==> src/rtl/hook_pkg.sv <==
// hook_pkg: shared state type and screen/angle constants for the hook controller
package hook_pkg;
  typedef enum logic [1:0] {SWING = 2'd0, EXTEND = 2'd1, RETRACT = 2'd2} hook_state_t;
  localparam int HALF_PI = 64;
  localparam int PI = 128;
  localparam int SCREEN_W = 640;
  localparam int SCREEN_H = 480;
endpackage

==> src/rtl/hook_tip_calc.sv <==
// hook_tip_calc: registered polar-to-screen conversion of the hook tip
module hook_tip_calc #(
  parameter int PIVOT_X = 320,
  parameter int PIVOT_Y = 40,
  parameter int RESET_Y = 71
) (
  input  logic        clk,
  input  logic        resetN,
  input  logic [7:0]  sin,
  input  logic        sinIsNegative,
  input  logic [7:0]  cos,
  input  logic        cosIsNegative,
  input  logic [9:0]  len,
  output logic [10:0] hookX,
  output logic [10:0] hookY
);
  logic [10:0] dx, dy;
  // rope projections: 10x8 unsigned product, keep the integer part
  always_comb begin
    dx = 11'((18'(len) * 18'(cos)) >> 8);
    dy = 11'((18'(len) * 18'(sin)) >> 8);
  end
  // register the tip; negative values wrap as 11-bit two's complement
  always_ff @(posedge clk or negedge resetN) begin
    if (!resetN) begin
      hookX <= 11'(PIVOT_X);
      hookY <= 11'(RESET_Y);
    end else begin
      hookX <= cosIsNegative ? 11'(PIVOT_X) - dx : 11'(PIVOT_X) + dx;
      hookY <= sinIsNegative ? 11'(PIVOT_Y) - dy : 11'(PIVOT_Y) + dy;
    end
  end
endmodule

==> src/rtl/hook_controller.sv <==
// hook_controller: pendulum sweep, rope extend/retract FSM and hook tip output
module hook_controller import hook_pkg::*; #(
  parameter int PIVOT_X       = 320,
  parameter int PIVOT_Y       = 40,
  parameter int MIN_LEN       = 32,
  parameter int MAX_LEN       = 400,
  parameter int MIN_ANGLE     = 8,
  parameter int MAX_ANGLE     = 120,
  parameter int SWING_STEP    = 1,
  parameter int EXTEND_SPEED  = 4,
  parameter int RETRACT_SPEED = 4
) (
  input  logic        clk,
  input  logic        resetN,
  input  logic        startOfFrame,
  input  logic        fireKey,
  input  logic        grabHit,
  input  logic [1:0]  loadWeight,
  input  logic [7:0]  sin,
  input  logic        sinIsNegative,
  input  logic [7:0]  cos,
  input  logic        cosIsNegative,
  output logic [7:0]  angle,
  output logic [10:0] hookX,
  output logic [10:0] hookY,
  output logic [9:0]  ropeLength,
  output hook_state_t hookState,
  output logic        hookReturned,
  output logic        returnedLoaded
);
  localparam logic [10:0] MinLen = 11'(MIN_LEN);
  localparam logic [10:0] MaxLen = 11'(MAX_LEN);
  logic fireQ, fireReq, loaded, swingUp, fireEdge, offScreen;
  logic [8:0] angUp, angDown;
  logic [10:0] lenUp, lenDown, stepRaw, step;
  hook_tip_calc #(.PIVOT_X(PIVOT_X), .PIVOT_Y(PIVOT_Y), .RESET_Y(PIVOT_Y + MIN_LEN - 1)) tip (
    .clk(clk), .resetN(resetN), .sin(sin), .sinIsNegative(sinIsNegative),
    .cos(cos), .cosIsNegative(cosIsNegative), .len(ropeLength), .hookX(hookX), .hookY(hookY)
  );
  // candidate next angle/length values and the off-screen test on the unclamped tip
  always_comb begin
    fireEdge = fireKey & ~fireQ;
    angUp = {1'b0, angle} + 9'(SWING_STEP);
    angDown = {1'b0, angle} - 9'(SWING_STEP);
    lenUp = {1'b0, ropeLength} + 11'(EXTEND_SPEED);
    stepRaw = 11'(RETRACT_SPEED) >> (loaded ? loadWeight : 2'd0);
    step = (stepRaw == 11'd0) ? 11'd1 : stepRaw;
    lenDown = ({1'b0, ropeLength} <= MinLen + step) ? MinLen : {1'b0, ropeLength} - step;
    offScreen = hookX[10] | (hookX >= 11'(SCREEN_W)) | ($signed(hookY) >= $signed(11'(SCREEN_H)));
  end
  // hook FSM: sweep while swinging, grow rope on fire, reel it back on grab or limit
  always_ff @(posedge clk or negedge resetN) begin
    if (!resetN) begin
      hookState <= SWING;
      angle <= 8'(HALF_PI);
      swingUp <= 1'b1;
      ropeLength <= 10'(MIN_LEN);
      loaded <= 1'b0;
      fireReq <= 1'b0;
      fireQ <= 1'b0;
      hookReturned <= 1'b0;
      returnedLoaded <= 1'b0;
    end else begin
      fireQ <= fireKey;
      hookReturned <= 1'b0;
      case (hookState)
        SWING: begin
          if (fireEdge) fireReq <= 1'b1;
          if (startOfFrame) begin
            if (fireReq) begin
              hookState <= EXTEND;
              fireReq <= 1'b0;
            end else if (swingUp) begin
              angle <= (angUp >= 9'(MAX_ANGLE)) ? 8'(MAX_ANGLE) : angUp[7:0];
              swingUp <= angUp < 9'(MAX_ANGLE);
            end else begin
              angle <= (angDown <= 9'(MIN_ANGLE)) ? 8'(MIN_ANGLE) : angDown[7:0];
              swingUp <= angDown <= 9'(MIN_ANGLE);
            end
          end
        end
        EXTEND: begin
          fireReq <= 1'b0;
          if (startOfFrame) ropeLength <= (lenUp >= MaxLen) ? MaxLen[9:0] : lenUp[9:0];
          if (grabHit) begin
            hookState <= RETRACT;
            loaded <= 1'b1;
          end else if (startOfFrame && (lenUp >= MaxLen || offScreen)) begin
            hookState <= RETRACT;
            loaded <= 1'b0;
          end
        end
        RETRACT: begin
          fireReq <= 1'b0;
          if (startOfFrame) begin
            ropeLength <= lenDown[9:0];
            if (lenDown == MinLen) begin
              hookState <= SWING;
              hookReturned <= 1'b1;
              returnedLoaded <= loaded;
              loaded <= 1'b0;
            end
          end
        end
        default: hookState <= SWING;
      endcase
    end
  end
endmodule

==> config.mk <==
export PLATFORM = sky130hd
export DESIGN_NAME = hook_controller
export DESIGN_NICKNAME = d
export VERILOG_FILES = /design/src/rtl/hook_pkg.sv /design/src/rtl/hook_tip_calc.sv /design/src/rtl/hook_controller.sv
export SDC_FILE = /design/constraint.sdc
export NUM_CORES = 1
export LEC_CHECK = 0
export ABC_AREA = 0
export CORE_UTILIZATION = 60
export CTS_CLUSTER_SIZE = 12
export DETAILED_ROUTE_END_ITERATION = 7
export DONT_BUFFER_PORTS = 1
export GPL_TIMING_DRIVEN = 0
export PLACE_DENSITY = 0.76
export RECOVER_POWER = 25
export SYNTH_ARGS = -nofsm -noshare
export SYNTH_HDL_FRONTEND = slang
export SYNTH_SLANG_ARGS = --single-unit
==> constraint.sdc <==
create_clock -name clk -period 9.3 [get_ports clk]
set_input_delay 2.325 -clock clk [delete_from_list [all_inputs] [get_ports clk]]
set_output_delay 2.325 -clock clk [all_outputs]
set_load 0.05 [all_outputs]
==> Implementation_results.wiki <==
{| class="wikitable"
! Metric !! Value
|-
| Run status || finished clean
|-
| Fraction of final layout cells with drive strength greater than 1 || 0.0402
|-
| Clock-pin slew on the worst setup and hold paths || 70 ps
|-
| Max-slew headroom at the worst pin || 0.377
|-
| Synthesized-area fraction occupied by ao, oa, aoi and oai cells || 0.145
|-
| Hold Buf Count CTS || 0
|-
| Gate count after technology mapping || 986
|-
| Routability-driven placement congestion ratio || 0.895
|-
| HP Class || register to register
|-
| Total track usage || 0.283
|-
| First-pass GRT wire length || 32400 µm
|-
| Setup WS post-layout || 1240 ps
|-
| Number of buffers on the longest clock path || 2
|-
| Required time reported for the critical path endpoint || 9490 ps
|-
| CTS sink count || 48
|-
| Post-synthesis share of cell area spent on and, or, nand and nor gates || 0.213
|-
| Number of levels the H-tree was split into || 2
|-
| Synth area leaders || sky130_fd_sc_hd__fa_1 23%, sky130_fd_sc_hd__ha_1 13%, sky130_fd_sc_hd__dfrtp_1 12%
|-
| Min Tclk post-route || 8060 ps
|-
| Top FF cell, synth || sky130_fd_sc_hd__dfrtp_1
|-
| Final HPWL from detailed placement || 14700 µm
|-
| Post-Place Worst Slack || 985 ps
|-
| Count of boundary I/O pins || 69
|-
| Y dimension of the die || 121 µm
|-
| Later-pin clock latency in the skew report || 310 ps
|-
| Most frequent standard cell in the layout excluding fill and tap cells || sky130_fd_sc_hd__inv_1
|-
| TritonCTS clock tree || done
|-
| Share of flip-flops with an asynchronous set or reset || 1.00
|-
| CTS Buf Count || 5
|-
| Max-cap check violation count || 0
|-
| CP Capture Type || register
|-
| Mapped Nets || 1193
|-
| Least-Margin Pin Slew || 935 ps
|-
| Avg Synthesized Cell Area || 8.56 µm²
|-
| Starting Density || 0.625
|-
| Worst Hold Path Cells || 2
|-
| Count of distinct cell types in the synthesized netlist || 79
|-
| Number of I/O port buffers || 0
|-
| Antenna viol nets, final || 0
|-
| Clock Skews || 6.93 ps
|-
| TritonRoute pass-1 iters || 5
|-
| Maximum fanout count along the critical path || 10
|-
| Fmax || 124 MHz
|-
| Post-place instance area || 8660 µm²
|-
| Synth-to-Final Area Change || 4.71%
|-
| Dominant cell type by area after synthesis || sky130_fd_sc_hd__fa_1
|-
| Number of antenna violations at the first check in global routing || 0
|-
| Core Rows || 42
|-
| Routed wire length per instance || 16.3 µm
|-
| Post-CTS sizing || 0
|-
| Final setup violation count || 0
|-
| Xor and xnor area share after synthesis || 0.0465
|-
| Synthesized cell area || 8440 µm²
|-
| Clock Tree Root || sky130_fd_sc_hd__clkbuf_16
|-
| Post-CTS Setup Repair Bufs || 0
|-
| Die area || 14500 µm²
|-
| Number of register bits inferred by synthesis || 48
|-
| Data arrival time at the worst-slack endpoint || 8250 ps
|-
| Largest family of logic cells by synthesized area || adder cells
|-
| Share of the clock period used by the worst path after layout || 0.867
|-
| Final hold vios || 0
|-
| Number of global-route vias before repair || 6773
|-
| Critical path launch point type || primary input
|-
| Remaining routing DRC violations || 0
|-
| Cell area after layout || 8840 µm²
|-
| Number of nets in the finished design || 1200
|-
| Commonest non-fill, non-tap cells in the layout || 145 x sky130_fd_sc_hd__inv_1, 114 x sky130_fd_sc_hd__and2_1, 95 x sky130_fd_sc_hd__fa_1, 87 x sky130_fd_sc_hd__ha_1, 86 x sky130_fd_sc_hd__nand2_1
|-
| Via count normalized by instance count || 5.89
|-
| Adder-cell share of the synthesized area || 0.354
|-
| R2r worst-path depth || 21
|-
| Multiplexer share of the synthesized area || 0.0101
|-
| Wire length reported by the detailed router || 19000 µm
|-
| Final sum of negative setup slack || 0 ps
|-
| Worst setup path class || primary input to register
|-
| Leftover overflow at the end of global routing || 0
|-
| Violation count after the first detailed-routing iteration || 602
|-
| Core footprint || 13500 µm²
|-
| Number of diodes || 0
|-
| Proportion of netlist area held by the largest area contributor || 0.225
|-
| Largest net degree at the start of global routing || 49
|-
| Die W || 121 µm
|-
| Routed via count || 6886
|-
| RSZ-0062 raised after global routing || false
|-
| Number of flops mapped to enable cells by yosys || 0
|-
| Number of pins exceeding their max-slew limit in the final report || 0
|-
| Proportion of synthesized chip area in sequential cells || 0.144
|-
| Number of synthesis warnings || 0
|}
==> final cells by class <==
type                    instances  area [µm²]
well taps                     176         220
flip-flops and latches         48        1210
inverters                     145         544
clock buffers                   6         139
fillers                      1109        4670
plain buffers                  48         194
clock inverters                 2        38.8
multi-input cells             745        6490
==> cell usage after synthesis (all sizes together) (10+ instances only) <==
| master | count |
|---|---|
| nor3 | 19 |
| a21oi | 38 |
| clkbuf | 37 |
| xor2 | 11 |
| and3 | 10 |
| nand3 | 22 |
| and2 | 115 |
| buf | 11 |
| fa | 95 |
| nand2 | 86 |
| dfrtp | 39 |
| inv | 145 |
| xnor2 | 33 |
| ha | 87 |
| nor2 | 43 |
| o21ai | 32 |
==> final timing paths <==
kind                                                to                 startpoint  slack (ps)
worst max-delay path            tip.hookY[9]$_DFF_PN0_                     sin[6]        1240
worst max register to register  tip.hookY[9]$_DFF_PN0_  ropeLength[3]$_DFFE_PN0P_        1730
max in group asynchronous         angle[6]$_DFFE_PN1P_                     resetN        7400
min in group asynchronous       tip.hookX[1]$_DFF_PN0_                     resetN        1700
worst min-delay path               fireReq$_DFFE_PN0P_        fireReq$_DFFE_PN0P_         590
worst min register to register     fireReq$_DFFE_PN0P_        fireReq$_DFFE_PN0P_         590
==> kinds of logic (layout without fill, tap and decap cells) <==
family                     Yosys count  in the layout
and+or+nand+nor                    340            340
buffers and inverters              193            201
adders and majority gates          182            182
AOI/OAI and AO/OA                  171            171
DFF                                 48             48
xor gates and xnor gates            44             44
muxes                                8              8
==> registers in the layout (all words and copies together), names as in the netlist <==
signal,count
tip.hookY,11
fireQ,1
hookReturned,1
loaded,1
ropeLength,10
tip.hookX,11
angle,8
hookState,2
returnedLoaded,1
swingUp,1
fireReq,1
==> layer usage <==
metal | up-vias | part of all wire | global-route usage | wire (µm)
met3 | 17 | 0.074 | 0.0566 | 1410
met2 | 227 | 0.48 | 0.467 | 9110
met5 | - | 0 | 0 | 0
li1 | 3278 | - | - | -
met4 | 0 | 0.012 | 0.0625 | 237
met1 | 3364 | 0.43 | 0.385 | 8270
==> critical path, cell delays in order <==
cell and delay [ps]:
sky130_fd_sc_hd__buf_1 330, sky130_fd_sc_hd__and2_1 230, sky130_fd_sc_hd__fa_1 460, sky130_fd_sc_hd__fa_1 520, sky130_fd_sc_hd__fa_1 550, sky130_fd_sc_hd__inv_1 50
sky130_fd_sc_hd__fa_1 540, sky130_fd_sc_hd__inv_1 50, sky130_fd_sc_hd__ha_1 290, sky130_fd_sc_hd__buf_6 130, sky130_fd_sc_hd__and2_4 150, sky130_fd_sc_hd__a221o_1 360
sky130_fd_sc_hd__a2111oi_0 550, sky130_fd_sc_hd__nor2_1 100, sky130_fd_sc_hd__a21o_1 210, sky130_fd_sc_hd__ha_1 210, sky130_fd_sc_hd__o41ai_1 510, sky130_fd_sc_hd__nand3_1 180
sky130_fd_sc_hd__a31oi_1 250, sky130_fd_sc_hd__a221oi_2 70, sky130_fd_sc_hd__xor2_1 170
==> per-stage QoR <==
stage                     hold WS [ps]  std cells   util
after detailed placement           583       1162  0.641
after CTS                          599       1170  0.654
after floorplan                    520        986      -
final                              590       1170  0.654
after global routing               649       1170  0.654
after global placement             560       1162  0.641
Power is not shown: default switching activity piles up to over one toggle a cycle in this logic, so the estimate is an artifact.
